<file path="src/rtl/display_ctrl.sv">
// Seven-segment and LED display controller on the J1 I/O bus.
// Holds the register file, blink prescaler and LED brightness PWM, and drives registered board pins.
module display_ctrl #(
    parameter int          N_HEX     = 4,
    parameter int          N_LEDG    = 8,
    parameter int          N_LEDR    = 10,
    parameter logic [15:0] BASE      = 16'h0040,
    parameter int          BLINK_DIV = 25_000_000
) (
    input  logic               clk,
    input  logic               reset,
    output logic [N_HEX*7-1:0] hex,
    output logic [N_LEDG-1:0]  ledg,
    output logic [N_LEDR-1:0]  ledr,
    input  logic [15:0]        io_addr,
    input  logic [15:0]        io_dout,
    output logic [15:0]        io_din,
    input  logic               io_wr,
    input  logic               io_rd
);

    localparam int PW = $clog2(BLINK_DIV);
    localparam logic [PW-1:0] PS_LAST = PW'(BLINK_DIV - 1);

    logic [N_LEDG-1:0]  ledg_r;
    logic [N_LEDR-1:0]  ledr_r;
    logic [N_HEX-1:0]   mode_r;
    logic [N_HEX-1:0]   blink_r;
    logic [3:0]         bright_r;
    logic [6:0]         digit_r [N_HEX];

    logic [15:0]        off;
    logic [15:0]        rdata;
    logic [PW-1:0]      ps_cnt;
    logic               phase;
    logic [3:0]         pwm_cnt;
    logic               led_on;
    logic [N_HEX*7-1:0] hex_next;

    function automatic logic [6:0] seg_decode(input logic [3:0] v);
        logic [6:0] s;
        case (v)
            4'h0: s = 7'h3F;
            4'h1: s = 7'h06;
            4'h2: s = 7'h5B;
            4'h3: s = 7'h4F;
            4'h4: s = 7'h66;
            4'h5: s = 7'h6D;
            4'h6: s = 7'h7D;
            4'h7: s = 7'h07;
            4'h8: s = 7'h7F;
            4'h9: s = 7'h6F;
            4'hA: s = 7'h77;
            4'hB: s = 7'h7C;
            4'hC: s = 7'h39;
            4'hD: s = 7'h5E;
            4'hE: s = 7'h79;
            default: s = 7'h71;
        endcase
        return s;
    endfunction

    // Offset wraps modulo 2^16, so addresses below BASE land far outside the map.
    always_comb begin
        off = io_addr - BASE;
    end

    always_ff @(posedge clk or posedge reset) begin
        if (reset) begin
            ledg_r   <= '0;
            ledr_r   <= '0;
            mode_r   <= '0;
            blink_r  <= '0;
            bright_r <= 4'hF;
            for (int unsigned i = 0; i < N_HEX; i++) begin
                digit_r[i] <= '0;
            end
        end else if (io_wr) begin
            case (off)
                16'd0:   ledg_r   <= io_dout[N_LEDG-1:0];
                16'd1:   ledr_r   <= io_dout[N_LEDR-1:0];
                16'd2:   mode_r   <= io_dout[N_HEX-1:0];
                16'd3:   blink_r  <= io_dout[N_HEX-1:0];
                16'd4:   bright_r <= io_dout[3:0];
                default: ;
            endcase
            for (int unsigned i = 0; i < N_HEX; i++) begin
                if (off == 16'(8 + i)) begin
                    digit_r[i] <= io_dout[6:0];
                end
            end
        end
    end

    always_comb begin
        rdata = '0;
        case (off)
            16'd0:   rdata[N_LEDG-1:0] = ledg_r;
            16'd1:   rdata[N_LEDR-1:0] = ledr_r;
            16'd2:   rdata[N_HEX-1:0]  = mode_r;
            16'd3:   rdata[N_HEX-1:0]  = blink_r;
            16'd4:   rdata[3:0]        = bright_r;
            default: ;
        endcase
        for (int unsigned i = 0; i < N_HEX; i++) begin
            if (off == 16'(8 + i)) begin
                rdata[6:0] = digit_r[i];
            end
        end
    end

    // Read data is sampled from pre-write register state, giving read-before-write on collisions.
    always_ff @(posedge clk or posedge reset) begin
        if (reset) begin
            io_din <= '0;
        end else if (io_rd) begin
            io_din <= rdata;
        end
    end

    always_ff @(posedge clk or posedge reset) begin
        if (reset) begin
            ps_cnt  <= '0;
            phase   <= 1'b0;
            pwm_cnt <= '0;
        end else begin
            pwm_cnt <= pwm_cnt + 4'd1;
            if (ps_cnt == PS_LAST) begin
                ps_cnt <= '0;
                phase  <= ~phase;
            end else begin
                ps_cnt <= ps_cnt + 1'b1;
            end
        end
    end

    always_comb begin
        led_on   = (bright_r == 4'hF) || (pwm_cnt < bright_r);
        hex_next = '1;
        for (int unsigned i = 0; i < N_HEX; i++) begin
            if (blink_r[i] && phase) begin
                hex_next[i*7 +: 7] = 7'h7F;
            end else if (mode_r[i]) begin
                hex_next[i*7 +: 7] = ~seg_decode(digit_r[i][3:0]);
            end else begin
                hex_next[i*7 +: 7] = ~digit_r[i];
            end
        end
    end

    always_ff @(posedge clk or posedge reset) begin
        if (reset) begin
            hex  <= '1;
            ledg <= '0;
            ledr <= '0;
        end else begin
            hex  <= hex_next;
            ledg <= led_on ? ledg_r : '0;
            ledr <= led_on ? ledr_r : '0;
        end
    end

endmodule

</file>
<file path="config.mk">
export PLATFORM = sky130hd
export DESIGN_NAME = display_ctrl
export DESIGN_NICKNAME = d
export VERILOG_FILES = /design/src/rtl/display_ctrl.sv
export SDC_FILE = /design/constraint.sdc
export NUM_CORES = 1
export LEC_CHECK = 0
export BUFFER_PORTS_ARGS = -buffer_cell sky130_fd_sc_hd__buf_2
export CORE_MARGIN = 2
export CORE_UTILIZATION = 40
export DETAILED_ROUTE_END_ITERATION = 12
export GPL_TIMING_DRIVEN = 0
export PLACE_DENSITY = 0.67
export SYNTH_ARGS = -nofsm -noshare
export SYNTH_HDL_FRONTEND = slang
export SYNTH_SLANG_ARGS = --single-unit
</file>
<file path="constraint.sdc">
create_clock -name clk -period 3.46 [get_ports clk]
set_input_delay 0 -clock clk [delete_from_list [all_inputs] [get_ports clk]]
set_output_delay 0 -clock clk [all_outputs]
set_load 0.02 [all_outputs]
</file>
=== Yosys cells after proc, flatten, opt, wreduce, memory -nomap -nowiden ===
Memories as Yosys holds them, arrays and structs flattened.
Index checks and enable logic that the tools add are counted.

* Flip-flop bits (word level): 144
* ROM bits: 448
* Input port bits: 36
* Output and inout bits: 62
* Word-level logic and storage cells: 84
* Memories: 4

{| class="wikitable"
|+ Memories
! memory !! depth !! width !! read ports !! clocked after memory_dff !! wr ports !! line !! source
|-
| (no name shown) || 16 || 7 || 1 || 0 || 0 || 42 || <nowiki>case (v)</nowiki>
|-
| (no name shown) || 16 || 7 || 1 || 0 || 0 || 42 ||
|-
| (no name shown) || 16 || 7 || 1 || 0 || 0 || 42 ||
|-
| (no name shown) || 16 || 7 || 1 || 0 || 0 || 42 ||
|}

* Add/subtract/negate cells: 3
* Magnitude comparators: 1
* Equality and inequality tests: 10
* Muxes and demuxes: 26
* Bitwise operators: 9
* Reduce and logical (&&, ||, !) cells: 15

{| class="wikitable"
|+ Operators with widths
! operator !! count
|-
| $mux W7 || 20
|-
| $eq A16 B4 Y1 const B || 4
|-
| $not A7 Y7 || 8
|-
| $eq A16 B2 Y1 const B || 2
|-
| $add A25 B1 Y25 const B || 1
|-
| $eq A25 B25 Y1 const B || 1
|-
| $mux W25 || 1
|-
| $pmux W4 S5 || 1
|-
| $reduce_and A2 Y1 || 9
|-
| $eq A16 B1 Y1 const B || 1
|-
| $eq A16 B3 Y1 const B || 1
|-
| $logic_not A16 Y1 || 1
|-
| $sub A16 B7 Y16 const B || 1
|-
| $mux W10 || 1
|-
| $mux W8 || 1
|-
| $pmux W4 S2 || 1
|-
| $add A4 B1 Y4 const B || 1
|-
| $eq A4 B4 Y1 const B || 1
|-
| $logic_and A1 B1 Y1 || 4
|-
| $lt A4 B4 Y1 || 1
|-
| $mux W2 || 1
|-
| $logic_or A1 B1 Y1 || 1
|-
| $not A1 Y1 || 1
|}

=== Depth between registers and ports, before layout ===
* Depth after elaboration: 7
* Gate-level depth with buffers: 7
* Depth with buffers taken out: 7

=== Worst setup path after synthesis ===
No wires, ideal clock.

* Path kind: register to register
* From: register bright_r[1]
* To: register ledg[6]
* Setup time: 84 ps
* Data arrival time: 1688 ps
* Data required time: 3376 ps
* Setup slack: 1688 ps
* Stages on the path, launching flop included: 8
* Buffers on the path: 1
* Clock period less this slack: 1772 ps
* Cell sequence: dfstp_2 > inv_1 > ha_1 > a21o_1 > a21o_1 > a21o_1 > clkbuf_1 > a21boi_0

* Word-level cells in the longest chain between the ends: 3
* Elaborated cells between the ends (all ways): 4
* Classes of those cells: 1 x order compare; 1 x eq/ne; 1 x mux; 1 x reduce/logical

{| class="wikitable"
|+ Ends and longest elaborated chain
! item !! line !! source
|-
| start, declared || 29 || <nowiki>logic [3:0] bright_r;</nowiki>
|-
| start signal, assigned || 84 || <nowiki>16'd4: bright_r <= io_dout[3:0];</nowiki>
|-
| $lt A4 B4 Y1 or $eq A4 B4 Y1 (tied branches) || 138 || <nowiki>led_on = (bright_r == 4'hF) || (pwm_cnt < bright_r);</nowiki>
|-
| $logic_or A1 B1 Y1 * || 138 ||
|-
| $mux W8 * || 158 || <nowiki>ledg <= led_on ? ledg_r : '0;</nowiki>
|-
| end signal, assigned || 158 ||
|-
| end, declared || 13 || <nowiki>output logic [N_LEDG-1:0] ledg,</nowiki>
|}

Every way passes the cells marked *; elsewhere a longest branch is shown, timed or not.
A chain may end at the register's enable or synchronous reset.

=== Final worst setup path ===
* From: register ps_cnt[6]
* To: register ps_cnt[12]

* Word-level cells in the longest chain between the ends: 2
* Elaborated cells between the ends (all ways): 3
* Classes of those cells: 1 x add/sub; 1 x eq/ne; 1 x mux

{| class="wikitable"
|+ Ends and longest elaborated chain
! item !! line !! source
|-
| start, declared || 34 || <nowiki>logic [PW-1:0] ps_cnt;</nowiki>
|-
| start signal, assigned || 132 || <nowiki>ps_cnt <= ps_cnt + 1'b1;</nowiki>
|-
| $add A25 B1 Y25 or $eq A25 B25 Y1 (tied branches) || 132, 128 ||
|-
| $mux W25 * || 128 || <nowiki>if (ps_cnt == PS_LAST) begin</nowiki>
|}

Marks and branches as above.

==> results <==
- The run finished with clean final reports.
- Once the clock tree was built, the setup fixing pass inserted 0 buffers.
- After detailed routing, the average wire length per cell comes to between 15 and 20 um.
- The fraction of synthesized cell area taken by the top area cell type is 0.383.
- For this design, the sink count on the clock tree is about 140.
- Walking the worst path, the cells encountered are nor4bb_1 > nand4b_1 > nor3_1 > buf_2 > nor2_1.
- The critical path class is reg -> reg.
- Counting every instance in the synthesized netlist gives ~700.
- Clock-pin slew was measured on the worst setup and hold paths at 0.06 ns.
- The number of violations of the max-capacitance limit is 0.
- The initial cell density of the core is 0.408.
- Together, buffers and inverters on the worst path number 1.
- For this run, the top clock speed supported by timing is around 0.45 GHz.
- The fill cell total of the finished layout is ~1,600.
- The accumulated negative setup slack is 0 ns.
- The total power divided by cell area is just over 400 mW/mm^2.
- The HPWL after detailed placement is ~13,000 um.
- The async set-or-reset flop fraction in the synthesized netlist is 1.00.
- The max-slew violation count was 0.
- Measured along the y axis, the die boundary spans 139 um.
- After synthesis, the largest family of logic cells by area is simple AND/OR/NAND/NOR gates.
- The average instance area after synthesis is around 11 um^2.
- The tree is rooted in a sky130_fd_sc_hd__clkbuf_16.
- After the first detailed-routing iteration, the DRC count stood at between 300 and 400.
- Gates resized during post-CTS repair numbered 0.
- The element type at the critical path end is a register.
- Of the total synthesized cell area, the portion taken by full adders, half adders and majority gates is 0.0427.
- The area growth from synthesis to layout is 19.7%.
- The worst pin sits at a relative slew slack of 0.376.
- The die covers ~0.019 mm^2.
- Global routing finished with a remaining overflow of 0.
- The path type of the worst min-delay path is in -> reg.
- The number of H-tree branching levels is 4.
- The sequential element share of the synthesized area is 0.498.
- At the worst endpoint, the arrival time is about 2.5 ns.
- The portion of netlist area occupied by mux cells is 0.125.
- At the end of routability-driven placement, the weighted congestion stood at roughly 0.90.
- Of the cells placed in the final design, the portion with a size suffix greater than 1 is 0.302.
- After detailed routing, the number of remaining DRC violations is 0.
- The clock tree from TritonCTS is done.
- The basic-gate share of the synthesized area counting and, or, nand and nor cells is 0.147.
- During synthesis, Yosys emitted a total of 0 warnings.
- Data on the critical path is required at its endpoint by between 3 and 4 ns.
- Entering global routing, the biggest net connects ~40 pins.
- The clock latency of the later-clocked register in the worst-skew pair is ~0.42 ns.
- The number of buffers added by the clock tree synthesis step is 17.
- The peak ir drop on the vdd network is about 0.35 mV.
- The clock passes through at most 2 buffers.
- The worst setup path is launched from a register.
- The mapped netlist covers 0.00732 mm^2.
- Buffers placed on the I/O ports in this run total between 80 and 90.
- The share of the synthesized netlist area taken by xor and xnor gates is 0.0227.
- The final setup violation count is 0.
- The initial antenna violation count was 1.
- The total area inside the core boundary comes to roughly 0.018 mm^2.
- In the synthesized netlist the dominant register cell turns out to be sky130_fd_sc_hd__dfrtp_1.
- For the final database, setup skew stands at around 0.005 ns.
- The time the final worst path needs with I/O delays and setup is 2.24 ns.
- The analysis attributes to cell leakage a power of ~3.8 nW.
- The first-pass GRT wire length is about 30,000 um.
- After the last flow step, the layout net total stands at around 860.
- The total routed wirelength is about 18,000 um.
- Dividing the final minimum period by the clock period gives 0.649.
- The cell family contributing the most delay on the critical path is simple AND/OR/NAND/NOR gates.
- The count of nets left with antenna violations once routing finished came out at 0.
- The via count of the first global-routing pass came to ~5,600.
- Setup repair after global routing left no endpoint under its margin.
- The vias per cell is around 5.3.
- Before antenna repair, the detailed router went through 5 iterations.
- The compound-gate portion of the synthesized area is 0.126.
- Row generation in the floorplan step produced 49 rows.
- The via count of the routed design is 5,559.
- The maximum fanout encountered on the critical timing path is 10.
- The synthesized design contains 0 enable-type register cells.
- After synthesis, the netlist uses 60 different library cells.
- The register bit count reported by yosys is between 100 and 150.
- The biggest area contributor in the post-synthesis netlist is sky130_fd_sc_hd__dfrtp_1.
- In this design, the stage delay of the slowest critical-path cell is around 0.73 ns.
- The largest individual stage delay along the critical path comes from the cell sky130_fd_sc_hd__nor3_1.
- The final worst hold slack is between 0.04 and 0.05 ns.
- The top-level port count is 98.
- The die is between 100 and 150 um wide.
- The number of hold violations in the final report is 0.
- The total routing resource utilization after global routing is 0.189.
- In the post-synthesis netlist, the biggest area contributors are sky130_fd_sc_hd__dfrtp_1 (38%), sky130_fd_sc_hd__dfstp_2 (11%), sky130_fd_sc_hd__mux2_2 (11%).
- The worst-margin pin slew is approximately 0.93 ns.
-- final cells by class --
class,count,area [um^2],area share
diodes,1,2.50,0.000286
repair buffers,96,591,0.0674
inverters,34,131,0.0150
flip-flops and latches,144,3640,0.416
clock buffers,24,482,0.0550
plain buffers,33,158,0.0180
clock inverters,8,57.6,0.00657
multi-input cells,476,3410,0.389
well taps,229,287,0.0327
-- synth_stat cells (3+ instances only) --
master,number
sky130_fd_sc_hd__a211oi_1,3
sky130_fd_sc_hd__a21boi_0,18
sky130_fd_sc_hd__a21o_1,7
sky130_fd_sc_hd__a21oi_1,24
sky130_fd_sc_hd__a221oi_1,3
sky130_fd_sc_hd__a22oi_1,3
sky130_fd_sc_hd__and3_1,3
sky130_fd_sc_hd__and4_1,4
sky130_fd_sc_hd__buf_1,3
sky130_fd_sc_hd__buf_2,6
sky130_fd_sc_hd__buf_4,7
sky130_fd_sc_hd__clkbuf_1,17
sky130_fd_sc_hd__dfrtp_1,112
sky130_fd_sc_hd__dfstp_2,32
sky130_fd_sc_hd__ha_1,25
sky130_fd_sc_hd__inv_1,33
sky130_fd_sc_hd__mux2_2,70
sky130_fd_sc_hd__mux2i_1,8
sky130_fd_sc_hd__nand2_1,65
sky130_fd_sc_hd__nand2b_1,9
sky130_fd_sc_hd__nand3_1,27
sky130_fd_sc_hd__nand3b_1,4
sky130_fd_sc_hd__nand4_1,7
sky130_fd_sc_hd__nor2_1,34
sky130_fd_sc_hd__nor2b_1,7
sky130_fd_sc_hd__nor3_1,8
sky130_fd_sc_hd__nor4_1,3
sky130_fd_sc_hd__o211ai_1,20
sky130_fd_sc_hd__o21ai_0,43
sky130_fd_sc_hd__o22ai_1,8
sky130_fd_sc_hd__o32ai_1,4
sky130_fd_sc_hd__or3_1,8
sky130_fd_sc_hd__xnor2_1,9
sky130_fd_sc_hd__xor2_1,10
-- state kept, by name, summed over array words and instances, names as in the netlist --
signal    flops
blink_r       4
bright_r      4
digit_r      28
hex          28
io_din       10
ledg          8
ledg_r        8
ledr         10
ledr_r       10
mode_r        4
phase         1
ps_cnt       25
pwm_cnt       4
-- report_power, final --
part	switching [W]	internal [W]	total [W]
registers	0.00000402	0.00169	0.00170
clock network	0.000700	0.000974	0.00167
logic	0.000113	0.0000566	0.000169
total	0.000817	0.00272	0.00354
-- worst register-to-register path, cell delays in order, from the launching register on --
cell                       delay (ns)
sky130_fd_sc_hd__dfrtp_1         0.44
sky130_fd_sc_hd__nor4bb_1        0.34
sky130_fd_sc_hd__nand4b_1        0.16
sky130_fd_sc_hd__nor3_1          0.73
sky130_fd_sc_hd__buf_2           0.37
sky130_fd_sc_hd__nor2_1          0.08
-- kinds of logic (layout without fill, tap and decap cells) --
family,count (synthesis),count (layout)
compound gates,145,145
xor+xnor,19,19
fa+ha+maj,25,25
buf+inv,67,195
flops,144,144
mux,80,80
other cells,1,7
simple gates,201,201
-- final timing paths --
kind	end	slack [ns]	cells past startpoint	start
max	ps_cnt[12]	1.22	5	ps_cnt[6]
min	digit_r[24]	0.05	2	io_dout[3]
max reg2reg	ps_cnt[12]	1.22	5	ps_cnt[6]
min reg2reg	pwm_cnt[0]	0.48	1	pwm_cnt[0]
max in group asynchronous	hex[22]	2.56	5	reset
min in group asynchronous	ps_cnt[3]	0.07	3	reset
-- stage by stage --
stage	cells	total power (W)	utilization	worst slack, ns	cell area, um^2
after CTS	1044	0.00358	0.488	1.18	8760
after detailed placement	1002	0.00189	0.452	1.18	8120
after global routing	1044	0.00367	0.488	1.00	8760
final	1045	0.00354	0.488	1.22	8760
after floorplan	687	0.00181	-	1.68	7340
after global placement	998	0.00188	0.448	0.729	8040
-- routing by layer --
layer	GRT usage	share of wire
met1	0.260	0.47
met2	0.296	0.46
met3	0.0513	0.054
met4	0.0569	0.015
met5	0	0
-- placed cells by master (no fill, tap or decap), types with 4 or more instances in the layout --
cell type                       count
sky130_fd_sc_hd__dfstp_2           32
sky130_fd_sc_hd__and4_1             4
sky130_fd_sc_hd__o21ai_0           43
sky130_fd_sc_hd__a21o_1             7
sky130_fd_sc_hd__buf_12             4
sky130_fd_sc_hd__nand2b_1           9
sky130_fd_sc_hd__nand2_1           65
sky130_fd_sc_hd__buf_2             88
sky130_fd_sc_hd__clkinvlp_4         5
sky130_fd_sc_hd__o22ai_1            8
sky130_fd_sc_hd__nand4_1            7
sky130_fd_sc_hd__mux2_2            70
sky130_fd_sc_hd__dfrtp_1          112
sky130_fd_sc_hd__conb_1             6
sky130_fd_sc_hd__buf_4              7
sky130_fd_sc_hd__or3_1              8
sky130_fd_sc_hd__nor3_1             8
sky130_fd_sc_hd__ha_1              25
sky130_fd_sc_hd__nor2b_1            7
sky130_fd_sc_hd__clkbuf_16         17
sky130_fd_sc_hd__clkbuf_1          21
sky130_fd_sc_hd__nand3_1           27
sky130_fd_sc_hd__o211ai_1          20
sky130_fd_sc_hd__a21oi_1           24
sky130_fd_sc_hd__nor2_1            34
sky130_fd_sc_hd__mux2i_1            8
sky130_fd_sc_hd__nand3b_1           4
sky130_fd_sc_hd__dlygate4sd3_1     10
sky130_fd_sc_hd__xnor2_1            9
sky130_fd_sc_hd__o32ai_1            4
sky130_fd_sc_hd__xor2_1            10
sky130_fd_sc_hd__inv_1             32
sky130_fd_sc_hd__a21boi_0          18
-- repair_timing --
item                                    4_1_cts  5_1_grt
hold buffers                                 10        0
endpoints found under the setup margin        0        0
hold endpoints to repair                     67        0
No activity file was read; power rests on OpenSTA's default activity.
